`config.mk`:
```
export PLATFORM = sky130hd
export DESIGN_NAME = pong_ball_ctrl
export DESIGN_NICKNAME = d
export VERILOG_FILES = /design/src/rtl/pong_ball_ctrl.sv
export SDC_FILE = /design/constraint.sdc
export NUM_CORES = 1
export LEC_CHECK = 0
export CAP_MARGIN = 0
export CELL_PAD_IN_SITES_DETAIL_PLACEMENT = 1
export CELL_PAD_IN_SITES_GLOBAL_PLACEMENT = 1
export CORE_MARGIN = 2
export CORE_UTILIZATION = 35
export CTS_BUF_LIST = sky130_fd_sc_hd__clkbuf_4 sky130_fd_sc_hd__clkbuf_8
export DETAILED_ROUTE_END_ITERATION = 6
export DONT_BUFFER_PORTS = 1
export PLACE_DENSITY_LB_ADDON = 0.08
export SLEW_MARGIN = 0
export SYNTH_ARGS = -nofsm -noshare
export SYNTH_HDL_FRONTEND = slang
export SYNTH_SLANG_ARGS = --single-unit
```
`constraint.sdc`:
```
create_clock -name clk -period 6.5 [get_ports clk]
set_input_delay 0.65 -clock clk [delete_from_list [all_inputs] [get_ports clk]]
set_output_delay 0.65 -clock clk [all_outputs]
set_load 0.02 [all_outputs]
```
`src/rtl/pong_ball_ctrl.sv`:
```
// Ball-motion scheduler and game-state sequencer for the pong display path.
// Holds the ball at the serve point, advances it once per video frame, and
// resolves wall, computer-paddle and player-paddle bounces.
//
// Ports:
//   clk            system clock
//   reset          asynchronous, active-low reset
//   start          start/restart request (level, sampled every clk)
//   frame_tick     one-clk pulse per video frame
//   x_paddle_left  player paddle left x
//   x_paddle_right player paddle right x
//   ball_x         ball centre x (registered)
//   ball_y         ball centre y (registered)
//   lose           player missed, held until restart (registered)
//   hits           player paddle hits this game, saturating (registered)
//   playing        high while in PLAY (registered)
module pong_ball_ctrl #(
  parameter int unsigned SPEED_X      = 2,
  parameter int unsigned SPEED_Y      = 2,
  parameter int unsigned RADIUS       = 10,
  parameter int unsigned START_X      = 320,
  parameter int unsigned START_Y      = 240,
  parameter int unsigned COMP_BOTTOM  = 10,
  parameter int unsigned PADDLE_TOP   = 470,
  parameter int unsigned SCREEN_W     = 640,
  parameter int unsigned SERVE_FRAMES = 60
) (
  input  logic       clk,
  input  logic       reset,
  input  logic       start,
  input  logic       frame_tick,
  input  logic [9:0] x_paddle_left,
  input  logic [9:0] x_paddle_right,
  output logic [9:0] ball_x,
  output logic [8:0] ball_y,
  output logic       lose,
  output logic [7:0] hits,
  output logic       playing
);

  localparam int unsigned XW = 10;
  localparam int unsigned YW = 9;
  localparam int unsigned HW = 8;
  localparam int unsigned CW = $clog2(SERVE_FRAMES + 1);

  // Motion limits, all in the 11-bit signed domain of the next-position math.
  localparam logic signed [10:0] SX    = 11'(SPEED_X);
  localparam logic signed [10:0] SY    = 11'(SPEED_Y);
  localparam logic signed [10:0] X_MIN = 11'(RADIUS);
  localparam logic signed [10:0] X_MAX = 11'(SCREEN_W - 1 - RADIUS);
  localparam logic signed [10:0] Y_TOP = 11'(COMP_BOTTOM + RADIUS);
  localparam logic signed [10:0] Y_BOT = 11'(PADDLE_TOP - RADIUS);

  typedef enum logic [1:0] {IDLE, SERVE, PLAY, LOSE} state_t;

  state_t          state_q, state_d;
  logic [XW-1:0]   ball_x_d;
  logic [YW-1:0]   ball_y_d;
  logic            dx_q, dx_d;          // 1 = moving right
  logic            dy_q, dy_d;          // 1 = moving down
  logic            serve_dir_q, serve_dir_d;
  logic [HW-1:0]   hits_d;
  logic            lose_d;
  logic            playing_d;
  logic [CW-1:0]   cnt_q, cnt_d;

  logic signed [10:0] bx_s, by_s, nx, ny;
  logic               on_paddle;

  // State and datapath registers.
  always_ff @(posedge clk or negedge reset) begin
    if (!reset) begin
      state_q     <= IDLE;
      ball_x      <= XW'(START_X);
      ball_y      <= YW'(START_Y);
      dx_q        <= 1'b1;
      dy_q        <= 1'b0;
      serve_dir_q <= 1'b1;
      hits        <= '0;
      lose        <= 1'b0;
      playing     <= 1'b0;
      cnt_q       <= '0;
    end else begin
      state_q     <= state_d;
      ball_x      <= ball_x_d;
      ball_y      <= ball_y_d;
      dx_q        <= dx_d;
      dy_q        <= dy_d;
      serve_dir_q <= serve_dir_d;
      hits        <= hits_d;
      lose        <= lose_d;
      playing     <= playing_d;
      cnt_q       <= cnt_d;
    end
  end

  // Next-state and next-datapath logic.
  always_comb begin
    state_d     = state_q;
    ball_x_d    = ball_x;
    ball_y_d    = ball_y;
    dx_d        = dx_q;
    dy_d        = dy_q;
    serve_dir_d = serve_dir_q;
    hits_d      = hits;
    lose_d      = lose;
    cnt_d       = cnt_q;

    bx_s      = $signed({1'b0, ball_x});
    by_s      = $signed({2'b00, ball_y});
    nx        = dx_q ? (bx_s + SX) : (bx_s - SX);
    ny        = dy_q ? (by_s + SY) : (by_s - SY);
    on_paddle = (x_paddle_left <= ball_x) && (ball_x <= x_paddle_right);

    case (state_q)
      IDLE, LOSE: begin
        // start has priority over any tick in these states.
        if (start) begin
          state_d     = SERVE;
          ball_x_d    = XW'(START_X);
          ball_y_d    = YW'(START_Y);
          dx_d        = serve_dir_q;
          dy_d        = 1'b0;
          serve_dir_d = ~serve_dir_q;
          hits_d      = '0;
          lose_d      = 1'b0;
          cnt_d       = CW'(SERVE_FRAMES);
        end
      end

      SERVE: begin
        if (frame_tick) begin
          if (cnt_q <= CW'(1)) begin
            cnt_d   = '0;
            state_d = PLAY;
          end else begin
            cnt_d = cnt_q - CW'(1);
          end
        end
      end

      PLAY: begin
        if (frame_tick) begin
          if ((ny >= Y_BOT) && !on_paddle) begin
            // Miss: freeze everything at the pre-tick position.
            state_d = LOSE;
            lose_d  = 1'b1;
          end else begin
            // Axes resolve independently so a corner reverses both.
            if (nx <= X_MIN) begin
              ball_x_d = XW'(X_MIN);
              dx_d     = 1'b1;
            end else if (nx >= X_MAX) begin
              ball_x_d = XW'(X_MAX);
              dx_d     = 1'b0;
            end else begin
              ball_x_d = XW'(nx);
            end

            if (ny <= Y_TOP) begin
              ball_y_d = YW'(COMP_BOTTOM + 1 + RADIUS);
              dy_d     = 1'b1;
            end else if (ny >= Y_BOT) begin
              ball_y_d = YW'(Y_BOT);
              dy_d     = 1'b0;
              if (hits != {HW{1'b1}}) hits_d = hits + HW'(1);
            end else begin
              ball_y_d = YW'(ny);
            end
          end
        end
      end

      default: state_d = IDLE;
    endcase

    playing_d = (state_d == PLAY);
  end

endmodule

```
* Yosys cells after proc, flatten, opt, wreduce, memory -nomap -nowiden
Index checks and enable logic that the tools add are counted.
Widths: inputs -> output; s select.
** Operators by class
- Add/sub/neg operators :: 6
- $lt $le $gt $ge :: 7
- Equal/unequal tests :: 15
- Mux-type cells :: 46
- Bitwise gates (word level) :: 1
- Reduce and logical (&&, ||, !) cells :: 14
** Operators by type and width (number)
- $mux 10 :: 5
- $mux 8 :: 6
- $mux 9 :: 5
- $mux 11 :: 2
- $le 10x10->1 :: 2
- $pmux 10 s2 :: 1
- $mux 6 :: 3
- $pmux 9 s2 :: 1
- $ne 2x2->1 const B :: 8
- $pmux 8 s2 :: 1
- $mux 1 :: 12
- $pmux 6 s2 :: 1
- $add 10x2->11 const B :: 1
- $ge 11x10->1 const B :: 1
- $ge 11x11->1 const B :: 1
- $le 11x5->1 const B :: 1
- $le 11x6->1 const B :: 1
- $sub 10x2->11 const B :: 1
- $add 9x2->10 const B :: 1
- $mux 2 :: 5
- $reduce_and 5->1 :: 2
- $sub 9x2->10 const B :: 1
- $add 8x1->8 const B :: 1
- $ne 8x8->1 const B :: 1
- 17 further kinds :: 25
** Word-level totals
- Flip-flop bits (word level) :: 40
- Bits of input ports :: 24
- Logic and storage cells :: 99

* Logic depth before layout (Yosys ltp)
Gate-level depths: netlist of the first run.
- Depth after elaboration :: 8
- Mapped depth :: 11
- Gate-level depth less buffers :: 10

* Worst setup path before layout of the first run
No wires, ideal clock.
- Path kind :: flip-flop to flip-flop
- Start :: register ball_x[1]
- End :: register dx_q
- Setup time :: 0.079 ns
- Arrival time :: 2.738 ns
- Data required time :: 6.421 ns
- Slack :: 3.682 ns
- Stages on the path, launching flop included :: 11
- Path buffers :: 0
- Cell sequence :: dfrtp_1 inv_1 fa_1 nor2b_1 o2111a_1 nor2_1 a211o_1 xor2_1 a211oi_1 o21ai_0 a22o_1
** Between the ends
- Word-level cells in the longest chain between the ends :: 7
- Elaborated cells on any way between the ends :: 17
** Ends and longest elaborated chain
- start: declaration :: line 34 : output logic [9:0] ball_x,
- start signal: assignment :: line 74 : ball_x <= XW'(START_X);
- start signal: assignment :: line 85 : ball_x <= ball_x_d;
- $sub 10x2->11 / $add 10x2->11 (equally long branches) :: line 111 : nx = dx_q ? (bx_s + SX) : (bx_s - SX);
- $mux 11 :: line 111
- $le 11x5->1 :: line 150 : if (nx <= X_MIN) begin
- $mux 1 :: line 150
- $mux 1 :: line 144 : if ((ny >= Y_BOT) && !on_paddle) begin
- $mux 1 :: line 143 : if (frame_tick) begin
- $pmux 1 s2 :: line 115 : case (state_q)
- end signal: assignment :: line 76 : dx_q <= 1'b1;
- end signal: assignment :: line 87 : dx_q <= dx_d;
- end: declaration :: line 59 : logic dx_q, dx_d;
Parallel ways exist; a longest one is shown, timed or not. The select of a mux whose other input is x is not followed.
A chain may end at the register's enable or synchronous reset.

* Final worst setup path of the first run
- Start :: register ball_y[1]
- End :: register ball_y[8]
** Between the ends
- Word-level cells in the longest chain between the ends :: 8
- Elaborated cells on any way between the ends :: 13
** Ends and longest elaborated chain
- start: declaration :: line 35 : output logic [8:0] ball_y,
- start signal: assignment :: line 75 : ball_y <= YW'(START_Y);
- start signal: assignment :: line 86 : ball_y <= ball_y_d;
- $sub 9x2->10 / $add 9x2->10 (equally long branches) :: line 112 : ny = dy_q ? (by_s + SY) : (by_s - SY);
- $mux 11 * :: line 112
- $ge 11x10->1 :: line 144, 163
- $mux 9 :: line 163 : end else if (ny >= Y_BOT) begin
- $mux 9 :: line 160 : if (ny <= Y_TOP) begin
- $mux 9 :: line 144
- $mux 9 :: line 143
- $pmux 9 s2 :: line 115
Mark *: on every way between the ends. The rest lies on a longest branch, timed or not. The select of a mux whose other input is x is not followed.

==> results of run 1 <==
where the power goes:
part,internal [mW],switching (mW)
Combinational,0.223,0.352
Sequential,0.287,0.0698
Clock,0.158,0.0887
cells by family after synthesis:
group	share of synthesized area [%]
xor gates and xnor gates	4.76
DFF	28.2
buffers and inverters	6.88
AOI/OAI and AO/OA	24.4
and+or+nand+nor	20.7
muxes	0.860
adders and majority gates	14.2
sequential cells by signal (all words and copies together), names as in the netlist:
signal and cells:
serve_dir_q 1, ball_y 9, cnt_q 6, hits 8, dx_q 1, lose 1
state_q 2, playing 1, ball_x 10
worst paths after layout:
kind | from | end | cells after the start
worst max-delay path | ball_y[1] | ball_y[8] | 10
worst min-delay path | reset | hits[1] | 0
worst max register to register | ball_y[1] | ball_y[8] | 10
worst min register to register | serve_dir_q | serve_dir_q | 1
max in group asynchronous | reset | serve_dir_q | 0
min in group clk | serve_dir_q | serve_dir_q | 1
synth_stat cells, types with 3 or more instances:
master / number
o21ai_0: 33
nor2b_1: 6
o31ai_1: 9
a21oi_1: 24
a22o_1: 10
buf_6: 3
a31oi_1: 6
nor4_1: 4
or2_2: 4
inv_1: 41
a211oi_1: 6
mux2i_1: 3
nand3_1: 11
or3_1: 3
dfstp_2: 8
dfrtp_1: 31
or4_1: 4
nor2_1: 30
clkbuf_1: 5
ha_1: 38
o22ai_1: 4
and2_1: 3
xnor2_1: 11
nand4_1: 6
o21bai_1: 5
xor2_1: 8
o211ai_1: 5
nand2_1: 37
nor3_1: 12
nand2b_1: 8
final cells by class:
type | instances | area [um2]
inverter | 41 | 154
fill | 1175 | 6020
clock inverter | 2 | 60.1
sequential | 39 | 986
multi-input combinational | 325 | 2270
clock buffer | 6 | 76.3
tap | 133 | 166
metal layers:
layer,part of all wire [%],vias to the layer above
met5,0,-
met4,0,0
met3,4.1,0
met2,47,49
met1,49,1493
li1,-,1492
==> metrics.md, run 1 <==
| Metric | Value |
|---|---|
| Slowest cell on the critical path | or4_1 |
| Fin cells | 546 |
| Die area | 10800 um2 |
| Nets@finish | 475 |
| Transition time of the tightest slew-check pin | 0.891 ns |
| Initial antenna violation count | 0 |
| Syn Inst Count | 419 |
| WP data arrival | 3.53 ns |
| Setup bufs post-CTS | 0 |
| Maxcap violations | 0 |
| CP cell instances | inv_1, ha_1, nor4b_2, nor2_1, xnor2_1, or4_1, nand3_1, o21ai_2, o41ai_1, a22o_1 |
| Insertion delay to the later sink of the worst-skew pair | 0.29 ns |
| Critical path type | reg2reg |
| Routed WL per cell | 17.0 um |
| Maximum VDD drop | 0.126 mV |
| Mapped Area | 3490 um2 |
| Crit path time final | 3.30 ns |
| Yosys warns | 0 |
| Clk sinks | 39 |
| Max Slew Vio Count | 0 |
| Post_cts resized | 0 |
| Core area | 9730 um2 |
| Required @ worst endpoint | 6.73 ns |
| Initial Util | 35.9% |
| Num CTS Buffers | 5 |
| Yosys cell types | 63 |
| Syn_area_per_cell | 8.34 um2 |
| CP delay by family, top | simple AND/OR/NAND/NOR gates |
| Startpoint type of the worst setup path | register |
| Top Usage Layer GRT | met2 |
| Vias in the first global route | 3155 |
| DIE HEIGHT | 104 um |
| First-pass GRT wire length | 15900 um |
| Worst slack, placed | 3.15 ns |
| Clock transition at path regs | 0.08 ns |
| H-tree depth | 2 |
| Post-route ant nets | 0 |
| Setup ws final | 3.20 ns |
| Largest net degree at the start of global routing | 40 |
| Total Routing Usage GR | 17.8% |
| CTS Hold Bufs | 0 |
| Routed WL | 9300 um |
| Ys flop type | dfrtp_1 |
| Fraction of layout cells with a size suffix above 1 | 7.75% |
| GR Util met2 | 30.2% |
| Via count of the routed design | 3034 |
| Commonest non-fill, non-tap cell in the layout | inv_1 |
| M1 GR Usage | 24.1% |
| Die extent in x | 104 um |
| Iter 0 DRT Violations | 91 |
| Register area share after synthesis | 28.2% |
| Synth Register Bits | 39 |
| F_max | 303 MHz |
| Final core utilization | 38.1% |
| Pre-antenna DRT Iters | 4 |
| WP buf/inv | 1 |
| Fin. Hold Viols | 0 |
| Critical path fanouts, max | 17 |
| Total power | 1.18 mW |
| Final Skew | 0.00953 ns |
| DP Area | 3570 um2 |
| Pwr/cell area | 318 nW/um2 |
| Crit-path max cell delay | 0.59 ns |
| Gpl congestion | 0.759 |
| Leak | 1.58 nW |
| Ports | 53 |
| CTS tree | built |
| Final setup fails | 0 |
| Clk buf depth | 2 |
| Yosys top cell area share | 22.2% |
| Cell taking the most area after synthesis | dfrtp_1 |
| Cells after DPL | 538 |
| Commonest non-fill, non-tap cells in the layout | inv_1, ha_1, nand2_1 |
| Flop-to-flop setup slack | 3.20 ns |
| Port Buffers | 0 |
| Grt ovf | 0 |
| Row count | 36 |
| Layout Area Growth over Synthesis | 6.20% |
| Fin area | 3710 um2 |
| Main area contributors after synthesis | dfrtp_1, ha_1, dfstp_2 |
| Clock root buffer | clkbuf_8 |
| DR vias/cell | 5.56 |
| Slew HR | 40.6% |
| DRC viols | 0 |
| N_diodes | 0 |
| EDFF count, synth | 0 |
| Fraction of registers with async set/reset | 100% |
| RSZ-0062 raised after global routing | no |
| Hold_ws | 0.0460 ns |
| Synthesized Nets | 482 |
| Status | complete, no violations |
| Met3 usage | 3.57% |
| Worst hold path type | in2async |
| Placed wire-length estimate | 7290 um |
| Fin crit share | 50.8% |
| Setup TNS | 0 ns |
| CP Capture Type | register |
No activity file was read; power rests on OpenSTA's default activity.
==> inputs of run 2 (changes only) <==
Clock period 6.5 ns to 2.8 ns, I/O delays scaled along.
==> metrics.md, run 2 (synthesis gave the netlist of run 1 again) <==
| Metric | Value |
|---|---|
| Worst setup path startpoint | ball_x[8] |
| Startpoint type of the worst setup path | register |
| Largest net degree at the start of global routing | 40 |
| Clk buf depth | 2 |
| CTS tree | built |
| Iter 0 DRT Violations | 117 |
| Clock root buffer | clkbuf_8 |
| Slew HR | 59.4% |
| Placed wire-length estimate | 8210 um |
| N_diodes | 0 |
| Die area | 10800 um2 |
| Initial Util | 35.9% |
| Worst hold path type | in2reg |
| Via count of the routed design | 3366 |
| Die extent in x | 104 um |
| Grt ovf | 0 |
| Largest reg by FF count | ball_x |
| RSZ-0062 raised after global routing | yes |
| Fraction of layout cells with a size suffix above 1 | 30.5% |
| Nets@finish | 550 |
| Commonest non-fill, non-tap cells in the layout | buf_4, inv_1, nand2_1 |
| Maximum VDD drop | 0.331 mV |
| WP data arrival | 2.95 ns |
| Row count | 36 |
| Total Routing Usage GR | 19.6% |
| Vias in the first global route | 3557 |
| First-pass GRT wire length | 17400 um |
| Gpl congestion | 0.813 |
| Routed WL | 10600 um |
| Final setup fails | 0 |
| DRC viols | 0 |
| Min-Delay Startpoint | start |
| Status | complete, no violations |
| Routed WL per cell | 17.1 um |
| Max reg flops | 10 |
| Worst slack, placed | -0.234 ns |
| Pwr/cell area | 726 nW/um2 |
| Fin crit share | 96.8% |
| Num CTS Buffers | 5 |
| Maxcap violations | 0 |
| Leak | 1.99 nW |
| Clock transition at path regs | 0.09 ns |
| Pre-antenna DRT Iters | 4 |
| Final Skew | 0.0134 ns |
| Commonest non-fill, non-tap cell in the layout | buf_4 |
| Setup ws final | 0.0890 ns |
| Max Slew Vio Count | 0 |
| Core area | 9730 um2 |
| Fin. Hold Viols | 0 |
| Total power | 3.29 mW |
| DR vias/cell | 5.42 |
| Critical path fanouts, max | 8 |
| Port Buffers | 0 |
| Insertion delay to the later sink of the worst-skew pair | 0.31 ns |
| Critical path type | reg2reg |
| Layout Area Growth over Synthesis | 29.7% |
| Final core utilization | 46.6% |
| Clk sinks | 39 |
| Transition time of the tightest slew-check pin | 0.607 ns |
| Top flop regs | ball_x (10), ball_y (9), hits (8) |
| Setup TNS | 0 ns |
| Ports | 53 |
| CP Capture Type | register |
| H-tree depth | 2 |
| Crit path time final | 2.71 ns |
| DIE HEIGHT | 104 um |
| Reg-to-reg startpoint | ball_x[8] |
| Initial antenna violation count | 0 |
| F_max | 369 MHz |
| Post-route ant nets | 0 |
| Required @ worst endpoint | 3.03 ns |
-- run 2: report_power, final --
part	leakage (nW)	switching [mW]	internal, mW
Clock	0.0581	0.229	0.266
Combinational	1.45	1.10	0.926
Sequential	0.489	0.103	0.664
-- run 2: worst max-delay path: stages, from the launching register on --
cell	delay, ns
dfstp_2	0.56
inv_1	0.04
ha_1	0.28
nand4_1	0.12
inv_1	0.09
a2111oi_4	0.36
o22ai_2	0.13
and3b_2	0.31
nand2_4	0.10
or4_4	0.53
a21oi_2	0.12
-- run 2: worst paths after layout --
| check | slack (ns) | cells after the start | end |
|---|---|---|---|
| setup / recovery | 0.09 | 10 | hits[5] |
| hold / removal | 0.17 | 2 | serve_dir_q |
| setup reg to reg | 0.09 | 10 | hits[5] |
| hold reg to reg | 0.49 | 1 | serve_dir_q |
| max in group asynchronous | 2.05 | 2 | ball_x[6] |
| min in group asynchronous | 0.46 | 2 | ball_y[3] |
-- run 2: repair_timing --
action / 4_1_cts / 5_1_grt
pin swaps: 7 / 18
buffers inserted: 0 / 8
setup endpoints to repair: 13 / 28
hold buffers: 2 / 0
endpoints found under the hold margin: 39 / 0
gates resized for setup: 11 / 48
-- run 2: metrics by stage --
step	cell area (um2)	hold slack [ns]	std cells
2_1_floorplan	3500	-0.0156	419
3_3_place_gp	4070	-0.0146	603
3_5_place_dp	4070	-0.0148	603
4_1_cts	4250	0.163	613
5_1_grt	4530	0.186	621
6_report	4530	0.174	621
-- run 2: routing by layer --
layer  share of wire (%)  vias up  global-route usage [%]
li1                    -     1646                       -
met1                  47     1660                    25.2
met2                  49       50                    34.6
met3                 3.6       10                    3.70
met4                0.87        0                    3.57
met5                   0        -                       0
-- run 2: area by class of cell --
| class | instances | area, um2 |
|---|---|---|
| Clock inverter | 3 | 43.8 |
| Fill cell | 1193 | 5200 |
| Timing Repair Buffer | 75 | 597 |
| Clock buffer | 5 | 68.8 |
| Inverter | 41 | 156 |
| Tap cell | 133 | 166 |
| Sequential cell | 39 | 990 |
| Multi-Input combinational cell | 325 | 2510 |
